===== src/rtl/cache_bus_arbiter_pkg.sv =====
//------------------------------------------------------------------------------
// Module   : cache_arb_pkg
// Purpose  : Shared state encodings, owner codes and defaults for the cache
//            bus arbiter.
// Revision : 1.0 - initial release
//------------------------------------------------------------------------------
`default_nettype none

package cache_arb_pkg;

   typedef enum logic [1:0] {
      R_IDLE = 2'd0,
      R_ADDR = 2'd1,
      R_DATA = 2'd2
   } rd_state_t;

   typedef enum logic [1:0] {
      W_IDLE = 2'd0,
      W_ADDR = 2'd1,
      W_RESP = 2'd2
   } wr_state_t;

   localparam logic OWN_I = 1'b0;
   localparam logic OWN_D = 1'b1;

   // 32-byte cache line
   localparam int LINE_OFF_DEF = 5;

endpackage

`default_nettype wire


===== src/rtl/cache_bus_arbiter_if.sv =====
//------------------------------------------------------------------------------
// Module   : cache_bus_arbiter_if
// Purpose  : Cache request / grant / response and bus adapter handshakes.
// Revision : 1.0 - initial release
//------------------------------------------------------------------------------
`default_nettype none

interface cache_bus_arbiter_if #(
   parameter int ADDR_W = 32
);
   logic              IReqValid;
   logic              IReqUncache;
   logic [ADDR_W-1:0] IReqAddr;
   logic              IReqReady;
   logic              IRespValid;

   logic              DReqValid;
   logic              DReqUncache;
   logic [ADDR_W-1:0] DReqAddr;
   logic              DReqReady;
   logic              DRespValid;

   logic              DWrValid;
   logic              DWrUncache;
   logic [ADDR_W-1:0] DWrAddr;
   logic              DWrReady;
   logic              DWrDone;

   logic              BusRdValid;
   logic [ADDR_W-1:0] BusRdAddr;
   logic              BusRdUncache;
   logic              BusRdSel;
   logic              BusRdAccept;
   logic              BusRdDone;

   logic              BusWrValid;
   logic [ADDR_W-1:0] BusWrAddr;
   logic              BusWrUncache;
   logic              BusWrAccept;
   logic              BusWrDone;

   // Arbiter side
   modport master (
      input  IReqValid, IReqUncache, IReqAddr,
      output IReqReady, IRespValid,
      input  DReqValid, DReqUncache, DReqAddr,
      output DReqReady, DRespValid,
      input  DWrValid, DWrUncache, DWrAddr,
      output DWrReady, DWrDone,
      output BusRdValid, BusRdAddr, BusRdUncache, BusRdSel,
      input  BusRdAccept, BusRdDone,
      output BusWrValid, BusWrAddr, BusWrUncache,
      input  BusWrAccept, BusWrDone
   );

   // Cache / adapter side
   modport slave (
      output IReqValid, IReqUncache, IReqAddr,
      input  IReqReady, IRespValid,
      output DReqValid, DReqUncache, DReqAddr,
      input  DReqReady, DRespValid,
      output DWrValid, DWrUncache, DWrAddr,
      input  DWrReady, DWrDone,
      input  BusRdValid, BusRdAddr, BusRdUncache, BusRdSel,
      output BusRdAccept, BusRdDone,
      input  BusWrValid, BusWrAddr, BusWrUncache,
      output BusWrAccept, BusWrDone
   );

endinterface

`default_nettype wire


===== src/rtl/cache_bus_arbiter_rd_grant_pick.sv =====
//------------------------------------------------------------------------------
// Module   : rd_grant_pick
// Purpose  : Combinational read winner select; one-hot {DCache, ICache} grant.
// Revision : 1.0 - initial release
//------------------------------------------------------------------------------
`default_nettype none

module rd_grant_pick (
   input  logic       i_i_valid,
   input  logic       i_d_elig,
   input  logic       i_starve_full,
   output logic [1:0] o_grant
);

   // ICache has priority unless the DCache has waited out the starvation limit
   always_comb begin
      o_grant = 2'b00;
      if (i_i_valid && i_d_elig) begin
         o_grant = i_starve_full ? 2'b10 : 2'b01;
      end else if (i_i_valid) begin
         o_grant = 2'b01;
      end else if (i_d_elig) begin
         o_grant = 2'b10;
      end
   end

endmodule

`default_nettype wire


===== src/rtl/cache_bus_arbiter.sv =====
//------------------------------------------------------------------------------
// Module   : cache_bus_arbiter
// Purpose  : ICache/DCache read arbiter and DCache write sequencer in front of
//            a single bus adapter. CACHE_ARB_RAW_CHECK_EN enables blocking of
//            DCache reads that would overtake a pending write.
// Revision : 1.0 - initial release
//------------------------------------------------------------------------------
`default_nettype none

module cache_bus_arbiter
   import cache_arb_pkg::*;
#(
   parameter int ADDR_W     = 32,
   parameter int LINE_OFF   = LINE_OFF_DEF,
   parameter int STARVE_MAX = 4
) (
   input  logic                Clk,
   input  logic                Rest,
   cache_bus_arbiter_if.master bus
);

   localparam int                 c_CNT_W      = $clog2(STARVE_MAX + 1);
   localparam logic [c_CNT_W-1:0] c_STARVE_MAX = c_CNT_W'(STARVE_MAX);
   localparam logic [c_CNT_W-1:0] c_CNT_ONE    = c_CNT_W'(1);

   rd_state_t           r_rd_state;
   logic [ADDR_W-1:0]   r_rd_addr;
   logic                r_rd_unc;
   logic                r_rd_owner;
   logic                r_rd_valid;

   wr_state_t           r_wr_state;
   logic [ADDR_W-1:0]   r_wr_addr;
   logic                r_wr_unc;
   logic                r_wr_valid;

   logic [c_CNT_W-1:0]  r_starve_cnt;

   logic                w_rd_idle;
   logic                w_wr_grant;
   logic                w_hazard;
   logic                w_i_valid;
   logic                w_d_elig;
   logic [1:0]          w_rd_grant;

   // Grants are suppressed while reset is held so every output reads 0
   assign w_rd_idle  = !Rest && (r_rd_state == R_IDLE);
   assign w_wr_grant = !Rest && (r_wr_state == W_IDLE) && bus.DWrValid;

`ifdef CACHE_ARB_RAW_CHECK_EN
   logic                w_wr_pending;
   logic [ADDR_W-1:0]   w_pend_addr;

   // A write granted this cycle already counts as pending, so it beats a
   // same-cycle read of its line
   assign w_wr_pending = (r_wr_state != W_IDLE) || w_wr_grant;
   assign w_pend_addr  = (r_wr_state != W_IDLE) ? r_wr_addr : bus.DWrAddr;
   assign w_hazard     = w_wr_pending &&
                         (bus.DReqUncache ||
                          (w_pend_addr[ADDR_W-1:LINE_OFF] == bus.DReqAddr[ADDR_W-1:LINE_OFF]));
`else
   assign w_hazard = 1'b0;
`endif

   assign w_i_valid = w_rd_idle && bus.IReqValid;
   assign w_d_elig  = w_rd_idle && bus.DReqValid && !w_hazard;

   rd_grant_pick u_rd_grant_pick (
      .i_i_valid     (w_i_valid),
      .i_d_elig      (w_d_elig),
      .i_starve_full (r_starve_cnt == c_STARVE_MAX),
      .o_grant       (w_rd_grant)
   );

   // Read sequencer
   always_ff @(posedge Clk) begin
      if (Rest) begin
         r_rd_state <= R_IDLE;
         r_rd_addr  <= '0;
         r_rd_unc   <= 1'b0;
         r_rd_owner <= OWN_I;
         r_rd_valid <= 1'b0;
      end else begin
         case (r_rd_state)
            R_IDLE: begin
               if (w_rd_grant[1]) begin
                  r_rd_state <= R_ADDR;
                  r_rd_addr  <= bus.DReqAddr;
                  r_rd_unc   <= bus.DReqUncache;
                  r_rd_owner <= OWN_D;
                  r_rd_valid <= 1'b1;
               end else if (w_rd_grant[0]) begin
                  r_rd_state <= R_ADDR;
                  r_rd_addr  <= bus.IReqAddr;
                  r_rd_unc   <= bus.IReqUncache;
                  r_rd_owner <= OWN_I;
                  r_rd_valid <= 1'b1;
               end
            end
            R_ADDR: begin
               if (bus.BusRdAccept) begin
                  r_rd_state <= R_DATA;
                  r_rd_valid <= 1'b0;
               end
            end
            R_DATA: begin
               if (bus.BusRdDone) begin
                  r_rd_state <= R_IDLE;
               end
            end
            default: begin
               r_rd_state <= R_IDLE;
               r_rd_valid <= 1'b0;
            end
         endcase
      end
   end

   // Write sequencer
   always_ff @(posedge Clk) begin
      if (Rest) begin
         r_wr_state <= W_IDLE;
         r_wr_addr  <= '0;
         r_wr_unc   <= 1'b0;
         r_wr_valid <= 1'b0;
      end else begin
         case (r_wr_state)
            W_IDLE: begin
               if (w_wr_grant) begin
                  r_wr_state <= W_ADDR;
                  r_wr_addr  <= bus.DWrAddr;
                  r_wr_unc   <= bus.DWrUncache;
                  r_wr_valid <= 1'b1;
               end
            end
            W_ADDR: begin
               if (bus.BusWrAccept) begin
                  r_wr_state <= W_RESP;
                  r_wr_valid <= 1'b0;
               end
            end
            W_RESP: begin
               if (bus.BusWrDone) begin
                  r_wr_state <= W_IDLE;
               end
            end
            default: begin
               r_wr_state <= W_IDLE;
               r_wr_valid <= 1'b0;
            end
         endcase
      end
   end

   // Consecutive ICache wins while a DCache read is waiting
   always_ff @(posedge Clk) begin
      if (Rest) begin
         r_starve_cnt <= '0;
      end else if (!bus.DReqValid || w_rd_grant[1]) begin
         r_starve_cnt <= '0;
      end else if (w_rd_grant[0] && (r_starve_cnt != c_STARVE_MAX)) begin
         r_starve_cnt <= r_starve_cnt + c_CNT_ONE;
      end
   end

   assign bus.IReqReady    = w_rd_grant[0];
   assign bus.DReqReady    = w_rd_grant[1];
   assign bus.DWrReady     = w_wr_grant;

   assign bus.IRespValid   = !Rest && (r_rd_state == R_DATA) && bus.BusRdDone && (r_rd_owner == OWN_I);
   assign bus.DRespValid   = !Rest && (r_rd_state == R_DATA) && bus.BusRdDone && (r_rd_owner == OWN_D);
   assign bus.DWrDone      = !Rest && (r_wr_state == W_RESP) && bus.BusWrDone;

   assign bus.BusRdValid   = r_rd_valid;
   assign bus.BusRdAddr    = r_rd_addr;
   assign bus.BusRdUncache = r_rd_unc;
   assign bus.BusRdSel     = r_rd_owner;

   assign bus.BusWrValid   = r_wr_valid;
   assign bus.BusWrAddr    = r_wr_addr;
   assign bus.BusWrUncache = r_wr_unc;

endmodule

`default_nettype wire


===== src/flat_wrapper.sv =====
// flat-port wrapper written by rule: the top's interface ports become plain ports
module cache_bus_arbiter_flat import cache_arb_pkg::*;
#(
   parameter int ADDR_W     = 32,
   parameter int LINE_OFF   = LINE_OFF_DEF,
   parameter int STARVE_MAX = 4
)
  (Clk, Rest, bus_IReqValid, bus_IReqUncache, bus_IReqAddr, bus_IReqReady, bus_IRespValid, bus_DReqValid, bus_DReqUncache, bus_DReqAddr, bus_DReqReady, bus_DRespValid, bus_DWrValid, bus_DWrUncache, bus_DWrAddr, bus_DWrReady, bus_DWrDone, bus_BusRdValid, bus_BusRdAddr, bus_BusRdUncache, bus_BusRdSel, bus_BusRdAccept, bus_BusRdDone, bus_BusWrValid, bus_BusWrAddr, bus_BusWrUncache, bus_BusWrAccept, bus_BusWrDone);
  cache_bus_arbiter_if #(.ADDR_W(ADDR_W)) bus_i ();
  input  logic Clk;
  input  logic Rest;
  input wire logic [$bits(bus_i.IReqValid)-1:0] bus_IReqValid;
  input wire logic [$bits(bus_i.IReqUncache)-1:0] bus_IReqUncache;
  input wire logic [$bits(bus_i.IReqAddr)-1:0] bus_IReqAddr;
  output wire logic [$bits(bus_i.IReqReady)-1:0] bus_IReqReady;
  output wire logic [$bits(bus_i.IRespValid)-1:0] bus_IRespValid;
  input wire logic [$bits(bus_i.DReqValid)-1:0] bus_DReqValid;
  input wire logic [$bits(bus_i.DReqUncache)-1:0] bus_DReqUncache;
  input wire logic [$bits(bus_i.DReqAddr)-1:0] bus_DReqAddr;
  output wire logic [$bits(bus_i.DReqReady)-1:0] bus_DReqReady;
  output wire logic [$bits(bus_i.DRespValid)-1:0] bus_DRespValid;
  input wire logic [$bits(bus_i.DWrValid)-1:0] bus_DWrValid;
  input wire logic [$bits(bus_i.DWrUncache)-1:0] bus_DWrUncache;
  input wire logic [$bits(bus_i.DWrAddr)-1:0] bus_DWrAddr;
  output wire logic [$bits(bus_i.DWrReady)-1:0] bus_DWrReady;
  output wire logic [$bits(bus_i.DWrDone)-1:0] bus_DWrDone;
  output wire logic [$bits(bus_i.BusRdValid)-1:0] bus_BusRdValid;
  output wire logic [$bits(bus_i.BusRdAddr)-1:0] bus_BusRdAddr;
  output wire logic [$bits(bus_i.BusRdUncache)-1:0] bus_BusRdUncache;
  output wire logic [$bits(bus_i.BusRdSel)-1:0] bus_BusRdSel;
  input wire logic [$bits(bus_i.BusRdAccept)-1:0] bus_BusRdAccept;
  input wire logic [$bits(bus_i.BusRdDone)-1:0] bus_BusRdDone;
  output wire logic [$bits(bus_i.BusWrValid)-1:0] bus_BusWrValid;
  output wire logic [$bits(bus_i.BusWrAddr)-1:0] bus_BusWrAddr;
  output wire logic [$bits(bus_i.BusWrUncache)-1:0] bus_BusWrUncache;
  input wire logic [$bits(bus_i.BusWrAccept)-1:0] bus_BusWrAccept;
  input wire logic [$bits(bus_i.BusWrDone)-1:0] bus_BusWrDone;
  assign bus_i.IReqValid = bus_IReqValid;
  assign bus_i.IReqUncache = bus_IReqUncache;
  assign bus_i.IReqAddr = bus_IReqAddr;
  assign bus_IReqReady = bus_i.IReqReady;
  assign bus_IRespValid = bus_i.IRespValid;
  assign bus_i.DReqValid = bus_DReqValid;
  assign bus_i.DReqUncache = bus_DReqUncache;
  assign bus_i.DReqAddr = bus_DReqAddr;
  assign bus_DReqReady = bus_i.DReqReady;
  assign bus_DRespValid = bus_i.DRespValid;
  assign bus_i.DWrValid = bus_DWrValid;
  assign bus_i.DWrUncache = bus_DWrUncache;
  assign bus_i.DWrAddr = bus_DWrAddr;
  assign bus_DWrReady = bus_i.DWrReady;
  assign bus_DWrDone = bus_i.DWrDone;
  assign bus_BusRdValid = bus_i.BusRdValid;
  assign bus_BusRdAddr = bus_i.BusRdAddr;
  assign bus_BusRdUncache = bus_i.BusRdUncache;
  assign bus_BusRdSel = bus_i.BusRdSel;
  assign bus_i.BusRdAccept = bus_BusRdAccept;
  assign bus_i.BusRdDone = bus_BusRdDone;
  assign bus_BusWrValid = bus_i.BusWrValid;
  assign bus_BusWrAddr = bus_i.BusWrAddr;
  assign bus_BusWrUncache = bus_i.BusWrUncache;
  assign bus_i.BusWrAccept = bus_BusWrAccept;
  assign bus_i.BusWrDone = bus_BusWrDone;
  cache_bus_arbiter #(.ADDR_W(ADDR_W), .LINE_OFF(LINE_OFF), .STARVE_MAX(STARVE_MAX)) u_core (.Clk(Clk), .Rest(Rest), .bus(bus_i));
endmodule

===== config.mk =====
export PLATFORM = sky130hd
export DESIGN_NAME = cache_bus_arbiter_flat
export DESIGN_NICKNAME = d
export VERILOG_FILES = /design/src/rtl/cache_bus_arbiter_pkg.sv /design/src/rtl/cache_bus_arbiter_if.sv /design/src/rtl/cache_bus_arbiter_rd_grant_pick.sv /design/src/rtl/cache_bus_arbiter.sv /design/src/flat_wrapper.sv
export SDC_FILE = /design/constraint.sdc
export NUM_CORES = 1
export LEC_CHECK = 0
export BUFFER_PORTS_ARGS = -buffer_cell sky130_fd_sc_hd__buf_2
export CAP_MARGIN = 20
export CELL_PAD_IN_SITES_DETAIL_PLACEMENT = 0
export CELL_PAD_IN_SITES_GLOBAL_PLACEMENT = 1
export CORE_MARGIN = 3
export CORE_UTILIZATION = 32
export CTS_BUF_LIST = sky130_fd_sc_hd__clkbuf_16
export CTS_CLUSTER_DIAMETER = 200
export DETAILED_ROUTE_END_ITERATION = 10
export GPL_ROUTABILITY_DRIVEN = 0
export MAX_ROUTING_LAYER = met4
export PLACE_DENSITY = 0.86
export SLEW_MARGIN = 20
export SYNTH_ARGS = -nofsm -noshare
export SYNTH_HDL_FRONTEND = slang
export SYNTH_HIERARCHICAL = 1
export SYNTH_SLANG_ARGS = --single-unit

===== constraint.sdc =====
create_clock -name Clk -period 2.4 [get_ports Clk]
set_input_delay 0.36 -clock Clk [delete_from_list [all_inputs] [get_ports Clk]]
set_output_delay 0.36 -clock Clk [all_outputs]
set_load 0.005 [all_outputs]

==> flow_summary.toml, run 1 <==
[power]
power_density_mw_per_mm2 = 752
p_leak_nw = 2.10
vdd_drop_max_v = 0.000323

[drt]
dr_wl_met2_um = 4130
ant_nets = 0
first_pass_iters = 4
via_count = 3151
drt-vias-per-instance = 4.68
post_drt_wl_per_cell_um = 13.7
drc_errors = 0
wl_met1_um = 3970
dr_wl_met3_um = 1010
routed_wl_um = 9230
drtIter0Drc = 90
top_layer_used = "met4"

[global_routing]
grt_antenna_before_repair = 1
grt_pass1_wl_um = 13900
overflow = 0
grt_max_degree = 50
grt_pass1_vias = 2954
track_usage = 0.151

[logic_synthesis]
synth_fp_nets = 468
synth-edff-count = 0
synth_seq_area_share = 0.446
syn_inst = 358
synthesis.area_mm2 = 0.00341
synth_cell_type_count = 33
ys.warnings.count = 6
synth_top_area_cell = "dfxtp_1"
synth_common_cells = "dfxtp_1, a21oi_1, nand2_1"
synth_top_area_share = 0.446
ys.flop_type = "dfxtp_1"
synth.avg_cell_area_um2 = 9.52
synth_area_leaders = "dfxtp_1, a211oi_2, mux2i_1"
synth.most_common_cell = "dfxtp_1"
synthArstFlopShare = 0
synth_seq_cells = 76

[timing]
rsz0062_at_grt = "no"
maxSlewHeadroom = 0.655
finalHoldViolCount = 0
fmax_ghz = 0.467
tns_ps = 0
tightest_slew_ps = 517
holdWs_ps = 230
maxSlewViolCount = 0
min_period_over_period = 0.892
setup_violations = 0
min_period_ps = 2140
clock-skew-final_ps = 7.91

[setup_path]
end_kind = "output port"
critPathKind = "reg -> out"
crit_arrival_ps = 1780
r2r-end = "u_core/bus.BusRdAddr[13]"
path_buf_inv = 2
crit_slowest_cell = "nor4b_1"
cp_cell_sequence = "nor4b_1 > a21boi_4 > buf_12 > buf_2"
crit_path_max_fanout = 36
r2r-start = "u_core/r_rd_state[1]"
reg2reg_depth = 5
slowest_delay_ps = 400
critical_path_required_ps = 2040
ff2ff_setup_slack_ps = 400
critical_path.top_delay_family = "buffers and inverters"
critPathLaunchType = "flip-flop"

[die]
die_area_mm2 = 0.0119
coreArea_mm2 = 0.0103
row_count = 37
die_y_um = 109
pin_count = 183
die_x_um = 109
start_util = 0.330

[clock_network]
cts_made_buffers = 9
cts_root_buf = "clkbuf_16"
cts_tree = "done"
htree_levels = 3
clk_pin_slew_worst_paths_ps = 60
cts_setup_buffers = 0
cts_hold_buf = 0
ctsResizeCount = 0
cts_buffer_depth = 2
insertion_delay_ps = 320
clock-sinks = 76

[layout]
multi_input_area_mm2 = 0.00173
area_growth_pct = 39.5
regArea_mm2 = 0.00152
drive_above_1_share = 0.450
n_fill_cell = 989
nets = 641
instances_no_fill = 673

[hold_path]
min-delay-path-class = "in -> reg"
whs_endpoint = "u_core/bus.BusWrAddr[4]"
min_path_cells = 3
worstHoldStart = "bus_DWrAddr[4]"

[placed_design]
io_buffer_count = 182
dpl.cell_count = 656
place_hpwl_um = 6930

[job]
max_cap_viol_count = 0

[outcome]
status = "completed"
[where the power goes]
part | switching [mW] | leakage (nW) | internal, mW | total (mW)
Clock | 0.505 | 0.149 | 0.896 | 1.40
Combinational | 0.370 | 1.32 | 0.342 | 0.712
Sequential | 0.0696 | 0.626 | 1.39 | 1.46
[per-stage QoR]
stage / total power, mW / worst slack [ps] / area, um^2 / utilization
global placement: 2.19 / 400 / 4450 / 0.431
finish: 3.58 / 260 / 4760 / 0.461
floorplan: 1.92 / 231 / 3410 / -
CTS: 3.63 / 195 / 4750 / 0.460
global route: 3.76 / 35.4 / 4760 / 0.461
detailed placement: 2.21 / 288 / 4450 / 0.431
[registers in the layout, summed over array words and instances (netlist names)]
name and count:
u_core/r_rd_state 2, u_core/bus.BusWrAddr 32, u_core/bus.BusRdSel 1, u_core/bus.BusRdAddr 32, u_core/bus.BusRdUncache 1, u_core/r_wr_state 2, u_core/bus.BusWrValid 1, u_core/bus.BusRdValid 1
u_core/bus.BusWrUncache 1, u_core/r_starve_cnt 3
[layout by cell type, fill, tap and decap left out, types with 2 or more instances in the layout]
cell type    n
clkbuf_16    9
nand2b_1    33
nor2_1       6
nor4b_1      2
dfxtp_1     76
a211oi_2    30
a21boi_1     2
clkinv_1     3
inv_1        4
nand3b_1     3
ha_1         2
mux2i_1     34
buf_4       11
buf_2      182
a211oi_1     3
bufinv_16    2
nor3_1       3
a21oi_1     40
o21ai_1     33
or3b_1       2
nand2_1     40
[worst reg2reg max path, stage by stage (launching register included)]
cell and delay (ps):
dfxtp_1 370, nor4b_1 400, a21boi_4 280, or2_1 170, and2_4 480, a211oi_2 170
[final cells by class]
cell class | count | area share
Timing Repair Buffer | 194 | 0.213
Clock buffer | 9 | 0.0474
Tap cell | 136 | 0.0358
Clock inverter | 7 | 0.0174
Multi-Input combinational cell | 247 | 0.364
Sequential cell | 76 | 0.320
Inverter | 3 | 0.00237
Antenna cell | 1 | 0.000526
[worst max path at each step]
stage,startpoint,to,depth (start not counted)
4_1_cts,u_core/r_rd_state[1],bus_DReqReady,4
5_1_grt,u_core/r_rd_state[1],bus_DReqReady,4
2_1_floorplan,Rest,u_core/bus.BusRdAddr[16],7
6_report,u_core/r_rd_state[1],bus_DReqReady,4
3_5_place_dp,Rest,u_core/bus.BusRdAddr[25],6
3_3_place_gp,Rest,u_core/bus.BusRdAddr[24],6
[routing by layer]
layer	vias up	global-route usage
li1	1597	-
met1	1387	0.182
met2	155	0.236
met3	12	0.0462
met4	0	0.0614
met5	-	-
[cell families after synthesis]
kind of cell | share of synthesized area
compound gates | 0.240
simple gates | 0.152
flops | 0.446
buf+inv | 0.0525
mux | 0.0998
fa+ha+maj | 0.00734
xor+xnor | 0.00257
No activity file was read; power rests on OpenSTA's default activity.
==> inputs of run 2 (changes only) <==
--- a/constraint.sdc
+++ b/constraint.sdc
@@ -3,2 +3,2 @@
 set_output_delay 0.36 -clock Clk [all_outputs]
-set_load 0.005 [all_outputs]
+set_load 0.02 [all_outputs]
==> flow_summary.toml, run 2 (same netlist as run 1, synthesis figures left out) <==
[clock_network]
insertion_delay_ps = 320
clock-sinks = 76
htree_levels = 3
cts_setup_buffers = 0
cts_hold_buf = 0
cts_made_buffers = 9
clk_pin_slew_worst_paths_ps = 60
cts_tree = "done"
cts_buffer_depth = 2
cts_root_buf = "clkbuf_16"
ctsResizeCount = 0

[timing]
min_period_over_period = 0.938
tightest_slew_ps = 597
maxSlewViolCount = 0
fmax_ghz = 0.444
rsz0062_at_grt = "no"
maxSlewHeadroom = 0.602
min_period_ps = 2250
clock-skew-final_ps = 5.21
tns_ps = 0
finalHoldViolCount = 0
setup_ws_ps = 148
setup_violations = 0

[power]
power_switching_share = 0.292
net-switching-power_mw = 1.08
vdd_drop_max_v = 0.000313
clkPwrFrac = 0.376
comb_power_share = 0.230
power_density_mw_per_mm2 = 782
power.share.sequential = 0.394
p_leak_nw = 2.11
internal-power_mw = 2.63

[hold_path]
min_path_cells = 3
min-delay-path-class = "in -> reg"

[layout]
multi_input_area_mm2 = 0.00173
post-route-util = 0.460
mostFrequentLayoutCell = "buf_2"
layout_common_cells = "buf_2, dfxtp_1, nand2_1, a21oi_1, mux2i_1"
drive_above_1_share = 0.456
n_fill_cell = 1012
design_area_mm2 = 0.00475
nets = 642
n_antenna_cell = 0
instances_no_fill = 673
regArea_mm2 = 0.00152
area_growth_pct = 39.4

[die]
row_count = 37
die_area_mm2 = 0.0119
coreArea_mm2 = 0.0103
pin_count = 183
die_x_um = 109
die_y_um = 109
start_util = 0.330

[setup_path]
critical_path_required_ps = 2040
crit_arrival_ps = 1890
slowest_delay_ps = 450
critPathKind = "reg -> out"
crit_path_max_fanout = 13
path_buf_inv = 2
ff2ff_setup_slack_ps = 340
end_kind = "output port"
crit_slowest_cell = "nor4b_1"
critical_path.top_delay_family = "buffers and inverters"
cp_cell_sequence = "nor4b_1 > a21boi_4 > buf_4 > buf_2"
reg2reg_depth = 5
critPathLaunchType = "flip-flop"
cp.depth = 4

[global_routing]
grt_antenna_before_repair = 0
grt_pass1_vias = 3063
overflow = 0
grt_pass1_wl_um = 14200
grt_max_degree = 57
track_usage = 0.155

[drt]
via_count = 3163
drc_errors = 0
ant_nets = 0
drtIter0Drc = 113
post_drt_wl_per_cell_um = 13.8
first_pass_iters = 6
routed_wl_um = 9310
drt-vias-per-instance = 4.70

[placed_design]
place_hpwl_um = 6920
pre_cts_ws_ps = 273
dpl.cell_count = 657
io_buffer_count = 182
placed_area_mm2 = 0.00444

[outcome]
status = "completed"

[job]
max_cap_viol_count = 0
run 2: cell count changes in the layout (fill, tap and decap cells not counted), sizes merged:
cell / before / now
buf: 194 / 195
clkinv: 3 / 4
clkinvlp: 1 / 0
diode: 1 / 0
run 2: metal layers:
layer,global-route usage,part of all wire,vias to the layer above
met3,0.0385,0.10,0
met5,-,0,-
met2,0.254,0.47,141
met1,0.183,0.43,1420
li1,-,-,1602
met4,0.0614,0,0
run 2: through the flow:
step,hold slack [ps],power (mW)
finish,228,3.72
global route,234,3.91
CTS,221,3.77
detailed placement,449,2.36
global placement,444,2.33
floorplan,475,2.06
run 2: worst register-to-register path, stage by stage, from the launching register on:
cell	delay, ps
dfxtp_1	390
nor4b_1	450
a21boi_4	260
or2_1	170
and2_4	490
a211oi_1	150
run 2: area by class of cell:
class,instances,share of cell area
multi-input cells,247,0.365
flip-flops and latches,76,0.320
clock inverters,7,0.0174
repair buffers,195,0.212
clock buffers,9,0.0474
inverters,3,0.00237
well taps,136,0.0358
run 2: path summary, 6_finish.rpt:
| check | startpoint | end |
|---|---|---|
| setup / recovery | u_core/r_rd_state[0] | bus_DReqReady |
| hold / removal | bus_DWrAddr[23] | u_core/bus.BusWrAddr[23] |
| setup reg to reg | u_core/r_rd_state[0] | u_core/bus.BusRdAddr[24] |
| hold reg to reg | u_core/bus.BusRdValid | u_core/bus.BusRdValid |
run 2: power by group through the flow:
stage	Clock [mW]	Combinational, mW	Sequential [mW]
6_report	1.40	0.855	1.47
5_1_grt	1.49	0.935	1.48
4_1_cts	1.44	0.867	1.47
3_5_place_dp	0	0.867	1.49
3_3_place_gp	0	0.845	1.49
2_1_floorplan	0	0.427	1.63
